[src/rtl/klingon_pkg.sv]
// Shared constants and types for the Klingon display counter/scanner.
package klingon_pkg;

   localparam int unsigned NUM_DIGITS = 4;
   localparam logic [3:0]  BCD_MAX    = 4'd9;
   localparam logic [3:0]  AN_IDLE    = 4'b1110;

   typedef logic [3:0] bcd_t;

   // Active-low one-hot anode pattern for a display position.
   function automatic logic [3:0] an_pattern(input logic [1:0] sel);
      return ~(4'b0001 << sel);
   endfunction

endpackage

[src/rtl/bcd_digit.sv]
// One decimal counter digit; rolls 9 -> 0 and raises carry on that increment.
module bcd_digit
   import klingon_pkg::*;
(
   input  logic clk,
   input  logic reset,
   input  logic clr,
   input  logic inc,
   output bcd_t q,
   output logic carry
);

   bcd_t r_q;

   always_ff @(posedge clk) begin
      if (reset || clr) begin
         r_q <= '0;
      end else if (inc) begin
         r_q <= (r_q == BCD_MAX) ? '0 : r_q + 4'd1;
      end
   end

   assign q     = r_q;
   assign carry = inc & (r_q == BCD_MAX);

endmodule

[src/rtl/klingon_scan.sv]
// Four-digit BCD counter with prescaler and time-multiplexed, registered display scan.
module klingon_scan
   import klingon_pkg::*;
#(
   parameter int unsigned SCAN_DIV  = 1000,
   parameter int unsigned COUNT_DIV = 50_000_000
) (
   input  logic       clk,
   input  logic       reset,
   input  logic       en,
   input  logic       clr,
   output logic [3:0] digit,
   output logic [3:0] an,
   output logic       wrap
);

   localparam int unsigned PW = (COUNT_DIV > 1) ? $clog2(COUNT_DIV) : 1;
   localparam int unsigned SW = $clog2(SCAN_DIV);
   localparam logic [PW-1:0] PRESC_LAST = PW'(COUNT_DIV - 1);
   localparam logic [SW-1:0] SCAN_LAST  = SW'(SCAN_DIV - 1);

   logic [PW-1:0]       r_presc;
   logic [SW-1:0]       r_scan;
   logic [1:0]          r_sel;
   logic [3:0]          r_digit;
   logic [3:0]          r_an;
   logic                r_wrap_pend;
   logic                r_wrap;
   logic                w_tick;
   logic [NUM_DIGITS:0] w_inc;
   bcd_t                w_q [NUM_DIGITS];

   assign w_tick = en & (r_presc == PRESC_LAST);

   always_ff @(posedge clk) begin
      if (reset || clr) begin
         r_presc <= '0;
      end else if (en) begin
         r_presc <= w_tick ? '0 : r_presc + PW'(1);
      end
   end

   // Decimal ripple: each digit's carry-out increments the next one up.
   assign w_inc[0] = w_tick;

   for (genvar g = 0; g < NUM_DIGITS; g++) begin : g_digit
      bcd_digit u_digit (
         .clk   (clk),
         .reset (reset),
         .clr   (clr),
         .inc   (w_inc[g]),
         .q     (w_q[g]),
         .carry (w_inc[g+1])
      );
   end

   // Rollover lands at edge N; the pulse is shown on the following edge, aligned with digit.
   always_ff @(posedge clk) begin
      if (reset) begin
         r_wrap_pend <= 1'b0;
         r_wrap      <= 1'b0;
      end else begin
         r_wrap_pend <= w_inc[NUM_DIGITS] & ~clr;
         r_wrap      <= r_wrap_pend;
      end
   end

   always_ff @(posedge clk) begin
      if (reset) begin
         r_scan <= '0;
         r_sel  <= 2'd0;
      end else if (r_scan == SCAN_LAST) begin
         r_scan <= '0;
         r_sel  <= r_sel + 2'd1;
      end else begin
         r_scan <= r_scan + SW'(1);
      end
   end

   always_ff @(posedge clk) begin
      if (reset) begin
         r_digit <= 4'd0;
         r_an    <= AN_IDLE;
      end else begin
         r_digit <= w_q[r_sel];
         r_an    <= an_pattern(r_sel);
      end
   end

   assign digit = r_digit;
   assign an    = r_an;
   assign wrap  = r_wrap;

endmodule

[config.mk]
export PLATFORM = sky130hd
export DESIGN_NAME = klingon_scan
export DESIGN_NICKNAME = d
export VERILOG_FILES = /design/src/rtl/klingon_pkg.sv /design/src/rtl/bcd_digit.sv /design/src/rtl/klingon_scan.sv
export SDC_FILE = /design/constraint.sdc
export NUM_CORES = 1
export LEC_CHECK = 0
export ABC_CLOCK_PERIOD_IN_PS = 5000
export CORE_ASPECT_RATIO = 1.75
export CORE_MARGIN = 2
export CORE_UTILIZATION = 35
export CTS_CLUSTER_SIZE = 20
export DETAILED_ROUTE_END_ITERATION = 10
export GPL_TIMING_DRIVEN = 1
export SLEW_MARGIN = 20
export SYNTH_ARGS = -nofsm -noshare
export SYNTH_HDL_FRONTEND = slang
export SYNTH_SLANG_ARGS = --single-unit
[constraint.sdc]
create_clock -name clk -period 5 [get_ports clk]
set_input_delay 1 -clock clk [delete_from_list [all_inputs] [get_ports clk]]
set_output_delay 1 -clock clk [all_outputs]
set_load 0.05 [all_outputs]
==> results.tsv <==
metric	value	unit
ctsHoldBuffers	0	
drtIter0Drc	161	
startpoint_type	input pin	
irDropWorstVdd	0.178	mV
ys_warn_count	0	
worstSetupStartpoint	en	
wirelength	6350	um
nets	361	
finalHoldViolations	0	
multi_input_area	1640	um2
syn_area	3030	um2
status	complete, no violations	
hold_path.class	flop to flop	
cp.required	5.20	ns
grt.busiest_layer	met2	
synth_edf_count	0	
ys_seq_area_share	42.3	%
gp_congestion	0.862	
maxCapViolations	0	
diodes	0	
setup_tns	0	ns
clockRootBuffer	clkbuf_16	
die_area	9440	um2
min_from	r_wrap_pend	
async_flop_share	0	%
slew_headroom	51.7	%
dr.pass1.iters	4	
rows	44	
post_drt_wl_per_cell	13.5	um
num-fill-cells	851	
critPathCaptureType	flop	
cts_made_buffers	9	
post-route-drc-count	0	
port_buffers	12	
clock-skew-final	0.00517	ns
avgSynthCellArea	8.88	um2
boundaryPins	13	
grt_max_degree	23	
drtAntennaViolNets	0	
crit_fanout	17	
yosysTopAreaCell	dfxtp_1	
use_met3	4.10	%
grt_pass1_vias	2215	
syn2layout_area_growth	16.7	%
antenna_found_initial	0	
yosysMostFrequentCell	dfxtp_1	
ctsHtreeMaxLevel	3	
hold_depth	1	
use_met1	16.2	%
ys.flop_type	dfxtp_1	
cp-endpoint	r_presc[19]	
vias_per_cell	5.11	
setup_viol	0	
seq_area	1280	um2
fin_util	42.2	%
synthTopCellsByArea	dfxtp_1, xnor2_1, nor2_1, xor2_1, nand2_1	
synth_nets	351	
cts_tree	yes	
ys_types	47	
dr_total_vias	2405	
r2r_cells	5	
r2r_slack	2.66	ns
start_util	36.2	%
worstSetupPathType	input pin to flop	
ctsResizeCount	0	
period_minus_slack	3.07	ns
r2r-end	g_digit[2].u_digit.q[3]	
grt_overflow	0	
grt_usage	15.0	%
core_area	8370	um2
max_freq	0.326	GHz
die-width	74.3	um
cts_sinks	64	
postCtsSetupRepairBufs	0	
final_max_slew_viol_count	0	
worst_pin_slew	0.718	ns
syn_inst	341	
grt_pass1_wl	10700	um
reg2reg_from	r_presc[14]	
arrival	3.27	ns
synth_top_area_share	42.3	%
clk_latency	0.33	ns
rsz0062_at_grt	false	
synth.ff_latch_count	64	
p_per_area	327	nW/um2
clock_path_buffers	2	
fin_crit_sh	61.4	%
clk_pin_slew	0.05	ns
synth_common_cells	dfxtp_1, nor2_1, nand2_1	
dp_hpwl	4470	um
gr-usage-met2	25.5	%
fp.dieH	127	um
drive_gt1_share	8.43	%
p_leak	1.13	nW
## flip-flops by register name, indices dropped and copies added, names as in the netlist
register	cells
digit	4
an	4
r_presc	26
wrap	1
r_wrap_pend	1
g_digit.u_digit.q	16
r_scan	10
r_sel	2
## how the worst min path moves through the flow
stage	slack (ns)	endpoint
6_report	0.43	wrap
5_1_grt	0.45	wrap
4_1_cts	0.43	wrap
3_5_place_dp	0.42	wrap
3_3_place_gp	0.42	wrap
2_1_floorplan	0.41	r_scan[0]
## stage by stage
step	setup slack [ns]	std cells	total power [W]	hold slack [ns]	instance area, um2
after detailed placement	1.54	455	0.000547	0.421	3230
after global routing	1.74	471	0.00120	0.451	3530
after floorplan	2.50	341	0.000539	0.413	3030
after CTS	1.88	471	0.00117	0.434	3530
final	1.93	471	0.00116	0.432	3530
after global placement	1.62	455	0.000547	0.415	3230
## power breakdown
part	leakage (nW)	switching, W	internal (W)
Sequential	0.516	0.00000221	0.000513
Clock	0.152	0.000224	0.000396
Combinational	0.464	0.0000134	0.00000722
## placed cells by master, fill, tap and decap left out, types with 2 or more instances in the layout
cell type,netlist,final
clkbuf_16,0,9
nor2_1,44,44
nor4bb_1,2,2
dfxtp_1,64,64
clkdlybuf4s50_1,0,12
o41ai_1,2,2
nand2b_1,6,6
or3_1,6,6
and4_1,7,7
nand2_1,29,29
o311ai_0,3,3
mux2i_1,4,4
o21ai_0,6,6
nor2b_1,10,10
xnor2_1,19,19
mux4_2,4,4
nand4_1,12,12
nor3b_1,3,3
nor3_1,15,15
nand3_1,13,13
or2_2,2,2
clkinv_2,0,4
xor2_1,13,13
nor4_1,5,5
a31oi_1,3,3
nor4b_1,2,2
a21oi_1,12,12
or4_1,5,5
ha_1,6,6
o31ai_1,3,3
and3_1,2,2
inv_1,12,12
## critical path, stage by stage
cell and delay (ns):
clkdlybuf4s50_1 0.59, and4_1 0.40, nand3_2 0.21, or3_1 0.49
nand2_1 0.47, nor2_1 0.10
## cell families (layout without fill, tap and decap cells)
| family | after synthesis | count (layout) | share of synthesized area, % |
|---|---|---|---|
| simple gates | 173 | 173 | 31.4 |
| xor+xnor | 32 | 32 | 9.26 |
| compound gates | 32 | 32 | 6.61 |
| buf+inv | 26 | 41 | 3.64 |
| flops | 64 | 64 | 42.3 |
| fa+ha+maj | 6 | 6 | 2.48 |
| mux | 8 | 8 | 4.30 |
## layer usage
layer | part of all wire [%] | up-vias
met5 | 0 | -
met4 | 3.1 | 0
met3 | 2.9 | 15
met2 | 53 | 38
met1 | 41 | 1126
li1 | - | 1226
## layout make-up
type	count	area share, %
multi-input cells	251	46.3
flip-flops and latches	64	36.3
clock buffers	10	6.77
well taps	115	4.07
repair buffers	13	3.61
clock inverters	6	1.66
inverters	12	1.28
No activity file was read; power rests on OpenSTA's default activity.
